### src/rtl/pm_boot_loader.sv
// Byte-stream program-memory loader: length header, 4N payload bytes, registered write port.
// Optional trailing XOR checksum stage enabled by defining PM_BOOT_CHECKSUM_EN.
module pm_boot_loader #(
    parameter int ADD_WIDTH = 7,
    parameter int WIDTH     = 8,
    parameter int MAX_WORDS = 32
) (
    input  logic                 clk,
    input  logic                 rst,
    input  logic                 load_req,
    input  logic [WIDTH-1:0]     byte_in,
    input  logic                 byte_valid,
    output logic                 byte_ready,
    output logic                 pm_wr_en,
    output logic [ADD_WIDTH-1:0] pm_addr,
    output logic [WIDTH-1:0]     pm_wr_data,
    output logic                 cpu_hold,
    output logic                 done,
    output logic                 err
);

`ifdef PM_BOOT_CHECKSUM_EN
    typedef enum logic [2:0] {S_IDLE, S_HDR, S_DATA, S_FLUSH, S_RUN, S_ERROR, S_CHK} state_t;
`else
    typedef enum logic [2:0] {S_IDLE, S_HDR, S_DATA, S_FLUSH, S_RUN, S_ERROR} state_t;
`endif

    state_t               state, next_state;
    logic [ADD_WIDTH-1:0] byte_cnt;
    logic [ADD_WIDTH-1:0] last_idx;
    logic [WIDTH+1:0]     len_bytes;
    logic                 hdr_acc, data_acc, hdr_bad, last_byte;
`ifdef PM_BOOT_CHECKSUM_EN
    logic [WIDTH-1:0]     csum;
`endif

    assign len_bytes = {byte_in, 2'b00};
    assign hdr_bad   = (byte_in == '0) || (byte_in > WIDTH'(MAX_WORDS));
    assign last_byte = (byte_cnt == last_idx);

    always_ff @(posedge clk or negedge rst) begin
        if (!rst) state <= S_IDLE;
        else      state <= next_state;
    end

    always_comb begin
        next_state = state;
        byte_ready = 1'b0;
        cpu_hold   = 1'b1;
        done       = 1'b0;
        err        = 1'b0;
        hdr_acc    = 1'b0;
        data_acc   = 1'b0;
        case (state)
            S_IDLE: if (load_req) next_state = S_HDR;
            S_HDR: begin
                byte_ready = 1'b1;
                hdr_acc    = byte_valid;
                if (byte_valid) next_state = hdr_bad ? S_ERROR : S_DATA;
            end
            S_DATA: begin
                byte_ready = 1'b1;
                data_acc   = byte_valid;
`ifdef PM_BOOT_CHECKSUM_EN
                if (byte_valid && last_byte) next_state = S_CHK;
`else
                if (byte_valid && last_byte) next_state = S_FLUSH;
`endif
            end
`ifdef PM_BOOT_CHECKSUM_EN
            S_CHK: begin
                byte_ready = 1'b1;
                if (byte_valid) next_state = (byte_in == csum) ? S_FLUSH : S_ERROR;
            end
`endif
            S_FLUSH: next_state = S_RUN;
            S_RUN: begin
                cpu_hold = 1'b0;
                done     = 1'b1;
                if (load_req) next_state = S_HDR;
            end
            S_ERROR: begin
                err = 1'b1;
                if (load_req) next_state = S_HDR;
            end
            default: next_state = S_IDLE;
        endcase
    end

    // Write port is registered: the pulse for byte j appears the cycle after it is accepted.
    always_ff @(posedge clk or negedge rst) begin
        if (!rst) begin
            pm_wr_en   <= 1'b0;
            pm_addr    <= '0;
            pm_wr_data <= '0;
            byte_cnt   <= '0;
            last_idx   <= '0;
        end else begin
            pm_wr_en <= data_acc;
            if (data_acc) begin
                pm_addr    <= byte_cnt;
                pm_wr_data <= byte_in;
                if (!last_byte) byte_cnt <= byte_cnt + 1'b1;
            end
            if (hdr_acc && !hdr_bad) begin
                last_idx <= ADD_WIDTH'(len_bytes - 1'b1);
                byte_cnt <= '0;
            end
        end
    end

`ifdef PM_BOOT_CHECKSUM_EN
    always_ff @(posedge clk or negedge rst) begin
        if (!rst)                                    csum <= '0;
        else if (next_state == S_HDR && state != S_HDR) csum <= '0;
        else if (data_acc)                           csum <= csum ^ byte_in;
    end
`endif

endmodule
### config.mk
export PLATFORM = sky130hd
export DESIGN_NAME = pm_boot_loader
export DESIGN_NICKNAME = d
export VERILOG_FILES = /design/src/rtl/pm_boot_loader.sv
export SDC_FILE = /design/constraint.sdc
export NUM_CORES = 1
export LEC_CHECK = 0
export CORE_MARGIN = 4
export CORE_UTILIZATION = 35
export DETAILED_ROUTE_END_ITERATION = 16
export PLACE_DENSITY = 0.69
export SYNTH_ARGS = -nofsm -noshare
export SYNTH_HDL_FRONTEND = slang
export SYNTH_SLANG_ARGS = --single-unit
### constraint.sdc
create_clock -name clk -period 3.95 [get_ports clk]
set_input_delay 0.79 -clock clk [delete_from_list [all_inputs] [get_ports clk]]
set_output_delay 0.79 -clock clk [all_outputs]
set_load 0.02 [all_outputs]
After elaboration in Yosys (flattened, before gate mapping)
Cells that the tools add are included.
{"block": "op_classes", "eq_ne": 10, "magnitude_cmp": 1, "muxes": 14, "add_sub_neg": 2, "reduce_logical": 11}
{"cell": "7-bit 2-to-1 mux", "count": 3}
{"cell": "3-bit 2-to-1 mux", "count": 4}
{"cell": "3-bit one-hot mux with 4 select lines", "count": 1}
{"cell": "8-bit by 6-bit > comparator with 1-bit output (second input constant)", "count": 1}
{"cell": "8-bit zero test", "count": 1}
{"cell": "7-bit by 1-bit adder with 7-bit output (second input constant)", "count": 1}
{"cell": "7-bit == test", "count": 1}
{"cell": "7-bit by 1-bit subtractor with 7-bit output (second input constant)", "count": 1}
{"cell": "3-bit by 2-bit == test with 1-bit output (second input constant)", "count": 2}
{"cell": "3-bit == test (second input constant)", "count": 2}
{"cell": "1-bit 2-to-1 mux", "count": 6}
{"cell": "2-bit by 1-bit != test with 1-bit output (second input constant)", "count": 2}
{"cell": "2-bit != test (second input constant)", "count": 2}
{"cell": "3-bit by 1-bit == test with 1-bit output (second input constant)", "count": 1}
{"cell": "3-bit zero test", "count": 1}
{"cell": "3-bit AND reduction", "count": 1}
{"cell": "3-bit OR reduction", "count": 1}
{"cell": "1-bit logical AND", "count": 2}
{"cell": "2-bit AND reduction", "count": 1}
{"cell": "2-bit nonzero test", "count": 1}
{"cell": "2-bit OR reduction", "count": 1}
{"cell": "1-bit zero test", "count": 1}
{"cell": "1-bit logical OR", "count": 1}
{"block": "word_totals", "output_inout_bits": 20, "ff_bits": 33, "inputBits": 12, "word_cells": 44}

Logic depth before layout (Yosys ltp)
Gate-level depths: netlist of run 1.
{"block": "logic_depth", "ltp_word": 6, "depth_mapped": 7}

Worst setup path after synthesis of run 1
No wires, ideal clock.
{"block": "synth_path", "path_kind": "input port to flip-flop", "startpoint": "in byte_in[0]", "endpoint": "reg last_idx[2]", "t_arrival_ps": 2115, "cell_stages": 6, "required_ps": 3822, "setup_ps": 128, "setup_slack_ps": 1707, "path_cell_list": "inv_1 -> ha_1 -> nor4b_2 -> mux2i_2 -> nor2_4 -> mux2_1"}
{"block": "synth_via", "elab_chain_cells": 4, "word_cells_on_any_way": 6, "cone_classes": "add/sub (1); order compare (1); reduce/logical (4)"}
{"item": "start, declared", "line": "11", "rtl": "input logic [WIDTH-1:0] byte_in,"}
{"item": "8-bit by 6-bit > comparator with 1-bit output / 8-bit zero test (equally long branches)", "line": "38", "rtl": "assign hdr_bad = (byte_in == '0) || (byte_in > WIDTH'(MAX_WORDS));"}
{"item": "1-bit logical OR", "line": "38"}
{"item": "1-bit zero test", "line": "105", "rtl": "if (hdr_acc && !hdr_bad) begin"}
{"item": "1-bit logical AND", "line": "105"}
{"item": "end signal, assigned", "line": "106", "rtl": "last_idx <= ADD_WIDTH'(len_bytes - 1'b1);"}
{"item": "end, declared", "line": "30", "rtl": "logic [ADD_WIDTH-1:0] last_idx;"}
Several ways; a longest one is shown, not always the timed one.
A chain may end at the register's enable or synchronous reset.

Final worst setup path of run 1
{"block": "layout_path", "startpoint": "reg state[0]", "endpoint": "out done"}
{"block": "layout_via", "elab_chain_cells": 2}
{"item": "start, declared", "line": "28", "rtl": "state_t state, next_state;"}
{"item": "start signal, assigned", "line": "43", "rtl": "else state <= next_state;"}
{"item": "3-bit == test", "line": "54", "rtl": "case (state)"}
{"item": "1-bit 2-to-1 mux", "line": "54"}
{"item": "end, declared", "line": "18", "rtl": "output logic done,"}
Every way passes these cells.

==> results of run 1 <==
[layer usage]
metal | share of wire [%] | wire length, um
met1 | 46 | 1510
met2 | 46 | 1520
met3 | 6.6 | 219
met4 | 1.8 | 58
met5 | 0 | 0
[synth_stat cells, types with 2 or more instances]
library cell,count
dfrtp_1,32
mux2_2,8
mux2i_1,7
nand4_1,2
o21ai_0,3
nor2_1,4
or3_4,2
o21bai_1,4
a21oi_1,5
nor3b_1,2
ha_1,2
o31ai_1,2
or2_1,2
nand2_1,3
nor3_1,4
clkbuf_1,2
mux2_1,11
nand3_1,3
xor2_1,8
o21ai_1,5
inv_1,4
buf_2,5
[power by group]
group          switching, mW  internal, mW
registers             0.0544         0.383
clock network          0.115         0.187
logic                  0.169         0.159
total                  0.338         0.729
[kinds of logic (layout without fill, tap and decap cells)]
| logic type | Yosys count | in the layout | synth area share, % |
|---|---|---|---|
| xor gates and xnor gates | 9 | 9 | 4.69 |
| AOI/OAI and AO/OA | 28 | 28 | 11.6 |
| buffers and inverters | 12 | 45 | 3.50 |
| and+or+nand+nor | 33 | 33 | 13.4 |
| adders and majority gates | 2 | 2 | 1.49 |
| muxes | 27 | 27 | 17.7 |
| DFF | 32 | 32 | 47.6 |
[state kept, by name (all words and copies together) (netlist names)]
signal,cells
byte_cnt,7
last_idx,6
pm_addr,7
pm_wr_data,8
pm_wr_en,1
state,3
[cell type report]
cell class                 instances  area [sq um]  area share [%]
multi-input combinational         99           822            38.5
inverter                           4          15.0           0.703
clock inverter                     2          35.0            1.64
clock buffer                       6          72.6            3.40
tap                               52          65.1            3.05
sequential                        32           801            37.5
timing repair buffer              33           325            15.2
[how the worst max path moves through the flow]
stage	startpoint	end	slack (ns)	cells after the start
3_3_place_gp	byte_in[0]	last_idx[2]$_DFFE_PN0N_	1.09	7
4_1_cts	state[2]$_DFFE_PN0P_	done	1.23	3
6_report	state[0]$_DFFE_PN0P_	done	1.25	3
5_1_grt	byte_in[0]	byte_cnt[5]$_DFFE_PN0P_	1.12	8
2_1_floorplan	byte_in[0]	last_idx[2]$_DFFE_PN0N_	1.71	6
3_5_place_dp	byte_in[0]	last_idx[2]$_DFFE_PN0N_	0.99	7
[critical path, stage by stage (launching register included)]
cell and delay [ns]:
dfrtp_1 0.47, or3b_2 0.51, inv_1 0.06, clkdlybuf4s50_1 0.59
[metrics by stage]
step | hold WS (ns) | cell area [sq um] | power [mW]
final | 0.494 | 2140 | 1.07
after detailed placement | 0.480 | 2030 | 0.775
after floorplan | 0.478 | 1680 | 0.657
after global placement | 0.473 | 2030 | 0.762
after CTS | 0.495 | 2140 | 1.09
after global routing | 0.518 | 2140 | 1.14
==> impl_metrics.env, run 1 <==
export IMPL_status="finished clean"
export IMPL_final_cell_mix="32 x dfrtp_1, 31 x clkdlybuf4s50_1, 11 x mux2_1"
export IMPL_gp_congestion=0.800
export IMPL_use_met1_pct=15.4
export IMPL_slew_headroom_pct=55.8
export IMPL_layout_setup_ws_ns=1.25
export IMPL_cp_arrival_ns=1.91
export IMPL_fin_crit_ns=2.70
export IMPL_min_path_type="register to register"
export IMPL_finalMaxSlewViolations=0
export IMPL_synth_cell_types=45
export IMPL_die_w_um=77.3
export IMPL_synth_seq_cells=32
export IMPL_synth_ff_type="dfrtp_1"
export IMPL_clk_pin_slew_ns=0.06
export IMPL_synth_area_top_cells="dfrtp_1 48%, mux2_1 7.4%, mux2_2 5.4%, mux2i_1 4.2%, xor2_1 4.2%"
export IMPL_numCtsBuffers=5
export IMPL_yosys_area_top_type="dfrtp_1"
export IMPL_synth_edff_count=0
export IMPL_r2r_setup_slack_ns=2.12
export IMPL_min_from="pm_addr[6]$_DFFE_PN0P_"
export IMPL_synth_top_area_share_pct=47.6
export IMPL_worstSetupStartpointType="register"
export IMPL_cts_root_buf="clkbuf_8"
export IMPL_post_cts_buffers=0
export IMPL_fin_crit_sh_pct=68.3
export IMPL_syn_area_per_cell_sq_um=11.8
export IMPL_endpoint_kind="primary output"
export IMPL_cts_sinks=32
export IMPL_whs_path_depth=1
export IMPL_io_pins=32
export IMPL_syn_to_final_growth_pct=27.0
export IMPL_core_area_sq_um=4500
export IMPL_route_detailed_drc=0
export IMPL_fin_skew_ns=0.00272
export IMPL_clock_latency_ns=0.28
export IMPL_start_util_pct=37.3
export IMPL_hold_end="pm_addr[6]$_DFFE_PN0P_"
export IMPL_r2r_end="byte_cnt[3]$_DFFE_PN0P_"
export IMPL_post_cts_resized=0
export IMPL_cts_path_max_buffers=2
export IMPL_cts_tree="yes"
export IMPL_top_usage_layer="met2"
export IMPL_powerDensity_nw_per_um2=499
export IMPL_rsz0062_at_grt="false"
export IMPL_fin_util_pct=47.4
export IMPL_grt_use_total_pct=12.5
export IMPL_htreeDepth=2
export IMPL_dr_pass1_iters=4
export IMPL_dieArea_sq_um=5980
export IMPL_placedCellCount=220
export IMPL_post_drt_wl_per_cell_um=14.5
export IMPL_ys_warn_count=0
export IMPL_reg2reg_depth=4
export IMPL_antenna_found_initial=0
export IMPL_cts_hold_buf=0
export IMPL_crit_type="register to primary output"
export IMPL_tns_ns=0
export IMPL_fillers=426
export IMPL_netlist_instances=143
export IMPL_async_flop_share_pct=100
export IMPL_grt_pass1_vias=1227
export IMPL_tightest_slew_ns=0.658
export IMPL_drtIter0Drc=66
export IMPL_syn_nets=157
export IMPL_use_met2_pct=19.0
export IMPL_grt_overflow=0
export IMPL_leakagePower_nw=0.946
export IMPL_layout_commonest_cell="dfrtp_1"
export IMPL_die_y_um=77.3
export IMPL_routed_wl_um=3310
export IMPL_grt_util_met3_pct=5.39
export IMPL_max_freq_mhz=371
export IMPL_cap_violations=0
export IMPL_finalNetCount=189
export IMPL_worstPathMaxFanout=8
export IMPL_viasPerCell=5.26
export IMPL_ant_nets=0
export IMPL_drive_gt1_share_pct=17.0
export IMPL_rows=24
export IMPL_worstPathRequired_ns=3.16
export IMPL_io_buffers=31
export IMPL_finalHoldViolCount=0
export IMPL_vias=1199
export IMPL_reg2reg_from="state[0]$_DFFE_PN0P_"
export IMPL_final_cells=228
export IMPL_n_antenna_cell=0
export IMPL_ys_seq_area_share_pct=47.6
export IMPL_place_ws_ns=0.994
export IMPL_grt_pass1_wl_um=5900
export IMPL_dpl_hpwl_um=2360
export IMPL_setup_viol=0
export IMPL_grt_max_degree=33
export IMPL_syn_area_sq_um=1680
export IMPL_irDropWorstVdd_mv=0.225
(Power assumes the default switching activity.)
==> inputs of run 2 (changes only) <==
--- a/config.mk
+++ b/config.mk
@@ -8,7 +8,7 @@
 export CORE_MARGIN = 4
 export CORE_UTILIZATION = 35
 export DETAILED_ROUTE_END_ITERATION = 16
-export PLACE_DENSITY = 0.69
+export PLACE_DENSITY = 0.71
 export SYNTH_ARGS = -nofsm -noshare
 export SYNTH_HDL_FRONTEND = slang
 export SYNTH_SLANG_ARGS = --single-unit
==> constraint.sdc (replaced) <==
create_clock -name clk -period 2.2 [get_ports clk]
set_input_delay 0.44 -clock clk [delete_from_list [all_inputs] [get_ports clk]]
set_output_delay 0.44 -clock clk [all_outputs]
set_load 0.02 [all_outputs]
==> run 2 against run 1 <==
First-iteration DRC count down 56%. Non-clock buffer count is 11 higher. Total power increased by 76%. Combinational power is 100% higher. Setup slack worse by 1.2 ns. Wire length grew 4.6%. Global-route usage decreased by 0.33 points. Final area rose by 4.7%. Sequential power is 73% higher.
==> impl_metrics.env, run 2 (synthesized netlist as in run 1, its figures left out) <==
export IMPL_route_detailed_drc=0
export IMPL_layout_commonest_cell="dfrtp_1"
export IMPL_leakagePower_nw=1.01
export IMPL_placedCellCount=231
export IMPL_n_antenna_cell=0
export IMPL_worstSetupStartpointType="register"
export IMPL_syn_to_final_growth_pct=33.0
export IMPL_tightest_slew_ns=0.585
export IMPL_io_pins=32
export IMPL_numCtsBuffers=5
export IMPL_fin_crit_sh_pct=96.0
export IMPL_irDropWorstVdd_mv=0.425
export IMPL_slew_headroom_pct=60.7
export IMPL_grt_pass1_vias=1276
export IMPL_clk_pin_slew_ns=0.06
export IMPL_regMostFlops="pm_wr_data"
export IMPL_worstPathRequired_ns=1.76
export IMPL_antenna_found_initial=0
export IMPL_endpoint_kind="primary output"
export IMPL_dieArea_sq_um=5980
export IMPL_max_freq_mhz=473
export IMPL_path_delay_family="buffers and inverters"
export IMPL_drtIter0Drc=29
export IMPL_powerDensity_nw_per_um2=842
export IMPL_path_cells="or3b_2 > clkdlybuf4s50_1"
export IMPL_gp_congestion=0.799
export IMPL_grt_overflow=0
export IMPL_reg_top3="pm_wr_data (8), byte_cnt (7), pm_addr (7)"
export IMPL_viasPerCell=5.23
export IMPL_tns_ns=0
export IMPL_crit_slowest_cell="clkdlybuf4s50_1"
export IMPL_cts_path_max_buffers=2
export IMPL_core_area_sq_um=4500
export IMPL_start_util_pct=37.3
export IMPL_ant_nets=0
export IMPL_finalHoldViolCount=0
export IMPL_cap_violations=0
export IMPL_cts_sinks=32
export IMPL_final_cells=239
export IMPL_cts_root_buf="clkbuf_8"
export IMPL_final_cell_mix="32 x dfrtp_1, 29 x clkdlybuf4s50_1, 11 x mux2_1, 11 x buf_4"
export IMPL_cp_arrival_ns=1.67
export IMPL_largest_register_ffs=8
export IMPL_grt_pass1_wl_um=5980
export IMPL_setup_viol=0
export IMPL_die_y_um=77.3
export IMPL_clock_latency_ns=0.28
export IMPL_grt_use_total_pct=12.1
export IMPL_crit_buf_inv=1
export IMPL_routed_wl_um=3460
export IMPL_cts_hold_buf=0
export IMPL_io_buffers=31
export IMPL_status="finished clean"
export IMPL_htreeDepth=2
export IMPL_rsz0062_at_grt="false"
export IMPL_crit_path_max_incr_delay_ns=0.55
export IMPL_cts_tree="yes"
export IMPL_post_drt_wl_per_cell_um=14.5
export IMPL_worstPathMaxFanout=2
export IMPL_grt_max_degree=33
export IMPL_finalNetCount=200
export IMPL_vias=1249
export IMPL_fin_skew_ns=0.00638
export IMPL_dpl_hpwl_um=2570
export IMPL_min_path_type="register to register"
export IMPL_finalMaxSlewViolations=0
export IMPL_crit_type="register to primary output"
export IMPL_fin_crit_ns=2.11
export IMPL_fillers=420
export IMPL_dr_pass1_iters=4
export IMPL_drive_gt1_share_pct=21.4
export IMPL_rows=24
export IMPL_die_w_um=77.3
==> run 2: power by group <==
part,switching (mW),total [mW],internal (mW),leakage [nW]
sequential,0.0708,0.759,0.688,0.428
clock,0.205,0.460,0.255,0.0455
combinational,0.345,0.664,0.319,0.542
total,0.621,1.88,1.26,1.01
==> run 2: per-stage QoR <==
step	setup slack (ns)	total power, mW	utilization (%)	area [sq um]	hold slack (ns)
3_3_place_gp	-0.0874	1.42	47.4	2140	0.470
6_report	0.0880	1.88	49.6	2240	0.484
5_1_grt	0.00232	2.00	49.6	2240	0.510
2_1_floorplan	0.307	1.18	-	1680	0.144
3_5_place_dp	-0.201	1.44	47.4	2140	0.474
4_1_cts	0.0688	1.91	49.4	2220	0.489
==> run 2: timing repair <==
action,CTS,global route
gates resized for setup,1,2
setup buffers,0,0
setup endpoints to repair,1,3
==> run 2: path summary, 6_finish.rpt <==
path                                                 from                   endpoint  slack (ns)  cells past startpoint
min in group asynchronous                             rst    byte_cnt[1]$_DFFE_PN0P_        0.56                      2
max in group asynchronous                             rst    last_idx[3]$_DFFE_PN0N_        1.34                      2
worst min register to register  pm_wr_data[4]$_DFFE_PN0P_  pm_wr_data[4]$_DFFE_PN0P_        0.48                      1
worst min-delay path            pm_wr_data[4]$_DFFE_PN0P_  pm_wr_data[4]$_DFFE_PN0P_        0.48                      1
worst max register to register    byte_cnt[0]$_DFFE_PN0P_    byte_cnt[6]$_DFFE_PN0P_        0.48                      4
worst max-delay path                 state[0]$_DFFE_PN0P_                   cpu_hold        0.09                      2
==> run 2: final cells by class <==
type                            count  area, sq um  share of cell area, %
Multi-Input combinational cell     99          831                   37.2
Sequential cell                    32          801                   35.8
Timing Repair Buffer               44          434                   19.4
Clock buffer                        8         90.1                   4.03
Tap cell                           52         65.1                   2.91
Inverter                            4         15.0                  0.672
==> run 2: per-layer routing <==
| metal | up-vias | GRT usage [%] | wire length, um |
|---|---|---|---|
| met2 | 28 | 20.9 | 1760 |
| met5 | - | 0 | 0 |
| met3 | 6 | 3.98 | 180 |
| li1 | 598 | - | - |
| met1 | 617 | 14.3 | 1470 |
| met4 | 0 | 3.74 | 46 |
==> run 2: worst register-to-register path: stages (launching register included) <==
cell	delay [ns]
dfrtp_1	0.47
or3_4	0.43
a211oi_2	0.38
a21oi_1	0.16
mux2i_1	0.16
==> inputs of run 3 (changes only) <==
--- a/config.mk
+++ b/config.mk
@@ -5,7 +5,7 @@
 export SDC_FILE = /design/constraint.sdc
 export NUM_CORES = 1
 export LEC_CHECK = 0
-export CORE_MARGIN = 4
+export CORE_MARGIN = 1.5
 export CORE_UTILIZATION = 35
 export DETAILED_ROUTE_END_ITERATION = 16
 export PLACE_DENSITY = 0.71
==> run 3 against run 2 <==
Setup slack got worse by 0.0094 ns. Register-to-register slack about the same. Maximum frequency shrank 0.44%. Sequential power is essentially flat. Critical path type unchanged. Largest power group unchanged.
==> impl_metrics.env, run 3 (synthesized netlist as in run 1, its figures left out) <==
export IMPL_use_met2_pct=22.4
export IMPL_fin_total_pwr_mw=1.88
export IMPL_post_drt_wl_per_cell_um=13.9
export IMPL_ff_latch_area_sq_um=801
export IMPL_slew_headroom_pct=56.5
export IMPL_core_area_sq_um=4660
export IMPL_dieArea_sq_um=5230
export IMPL_die_w_um=72.3
export IMPL_grt_overflow=0
export IMPL_place_area_sq_um=2120
export IMPL_grt_use_total_pct=13.9
export IMPL_min_path_type="register to register"
export IMPL_vias=1248
export IMPL_numCtsBuffers=5
export IMPL_drive_gt1_share_pct=21.0
export IMPL_worstPathRequired_ns=1.76
export IMPL_multi_input_area_sq_um=831
export IMPL_clock_latency_ns=0.28
export IMPL_viasPerCell=5.20
export IMPL_grt_pass1_vias=1185
export IMPL_powerDensity_nw_per_um2=849
export IMPL_layout_commonest_cell="dfrtp_1"
export IMPL_cts_tree="yes"
export IMPL_cts_hold_buf=0
export IMPL_reg_top3="pm_wr_data (8), byte_cnt (7), pm_addr (7)"
export IMPL_cp_arrival_ns=1.68
export IMPL_grt_max_degree=33
export IMPL_grt_util_met3_pct=4.72
export IMPL_dpl_hpwl_um=2290
export IMPL_top_usage_layer="met2"
export IMPL_drtIter0Drc=57
export IMPL_io_buffers=31
export IMPL_grt_pass1_wl_um=5510
export IMPL_finalMaxSlewViolations=0
export IMPL_finalHoldViolCount=0
export IMPL_dr_pass1_iters=4
export IMPL_antenna_found_initial=0
export IMPL_htreeDepth=2
export IMPL_cts_path_max_buffers=2
export IMPL_fin_util_pct=47.6
export IMPL_tightest_slew_ns=0.648
export IMPL_start_util_pct=36.1
export IMPL_reg2reg_depth=4
export IMPL_endpoint_kind="primary output"
export IMPL_clk_pin_slew_ns=0.06
export IMPL_leakagePower_nw=0.997
export IMPL_largest_register_ffs=8
export IMPL_cts_sinks=32
export IMPL_worstSetupStartpointType="register"
export IMPL_whs_path_depth=1
export IMPL_n_antenna_cell=0
export IMPL_use_met1_pct=16.8
export IMPL_fin_crit_sh_pct=96.4
export IMPL_crit_type="register to primary output"
export IMPL_max_freq_mhz=471
export IMPL_irDropWorstVdd_mv=0.406
export IMPL_tns_ns=0
export IMPL_rows=25
export IMPL_cap_violations=0
export IMPL_final_cell_mix="32 x dfrtp_1, 30 x clkdlybuf4s50_1, 11 x mux2_1"
export IMPL_routed_wl_um=3320
export IMPL_route_detailed_drc=0
export IMPL_final_design_area_no_fill_sq_um=2220
export IMPL_die_y_um=72.3
export IMPL_worstPathMaxFanout=2
export IMPL_syn_to_final_growth_pct=32.0
export IMPL_status="finished clean"
export IMPL_finalNetCount=199
export IMPL_cts_root_buf="clkbuf_8"
export IMPL_fin_crit_ns=2.12
export IMPL_fin_skew_ns=0.00463
export IMPL_setup_viol=0
export IMPL_io_pins=32
export IMPL_ant_nets=0
export IMPL_fillers=447
export IMPL_regMostFlops="pm_wr_data"
export IMPL_gp_congestion=0.771
-- run 3: cell count changes in the layout (fill, tap and decap cells not counted) --
cell	before	now
dlymetal6s2s_1	1	0
clkdlybuf4s50_1	29	30
buf_12	2	1
buf_4	11	10
buf_6	0	1
-- run 3: layout make-up --
type                    count  area share [%]
clock buffers               8            4.06
inverters                   4           0.676
multi-input cells          99            37.4
flip-flops and latches     32            36.1
well taps                  54            3.04
repair buffers             43            18.7
-- run 3: what timing repair did --
item / in CTS / in global routing
setup buffers: 0 / 0
resized for setup: 1 / 2
endpoints found under the setup margin: 1 / 3
-- run 3: worst paths after layout --
| check | slack (ns) | to | from |
|---|---|---|---|
| setup / recovery | 0.08 | cpu_hold | state[0]$_DFFE_PN0P_ |
| hold / removal | 0.49 | pm_wr_data[1]$_DFFE_PN0P_ | pm_wr_data[1]$_DFFE_PN0P_ |
| setup reg to reg | 0.48 | byte_cnt[6]$_DFFE_PN0P_ | byte_cnt[0]$_DFFE_PN0P_ |
| hold reg to reg | 0.49 | pm_wr_data[1]$_DFFE_PN0P_ | pm_wr_data[1]$_DFFE_PN0P_ |
| max in group asynchronous | 1.34 | byte_cnt[4]$_DFFE_PN0P_ | rst |
| min in group asynchronous | 0.56 | last_idx[5]$_DFFE_PN0N_ | rst |
-- run 3: critical path: stages, from the launching register on --
cell	delay, ns
dfrtp_1	0.37
or3b_2	0.48
clkdlybuf4s50_1	0.55
-- run 3: where the power goes --
| part | switching (mW) | total [mW] | internal (mW) | leakage, nW |
|---|---|---|---|---|
| registers | 0.0673 | 0.756 | 0.688 | 0.428 |
| clock network | 0.207 | 0.462 | 0.255 | 0.0455 |
| logic | 0.347 | 0.666 | 0.319 | 0.524 |
-- run 3: per-stage QoR --
stage	hold slack (ns)	std cells	setup WS, ns
after floorplan	0.144	143	0.307
after global placement	0.472	232	-0.140
after detailed placement	0.476	232	-0.189
after CTS	0.494	240	0.0700
after global routing	0.513	240	-0.00566
final	0.486	240	0.0786
-- run 3: routing by layer --
metal	up-vias	wire length, um
met5	-	0
met4	0	59
met3	5	203
met2	35	1570
met1	607	1490
li1	601	-
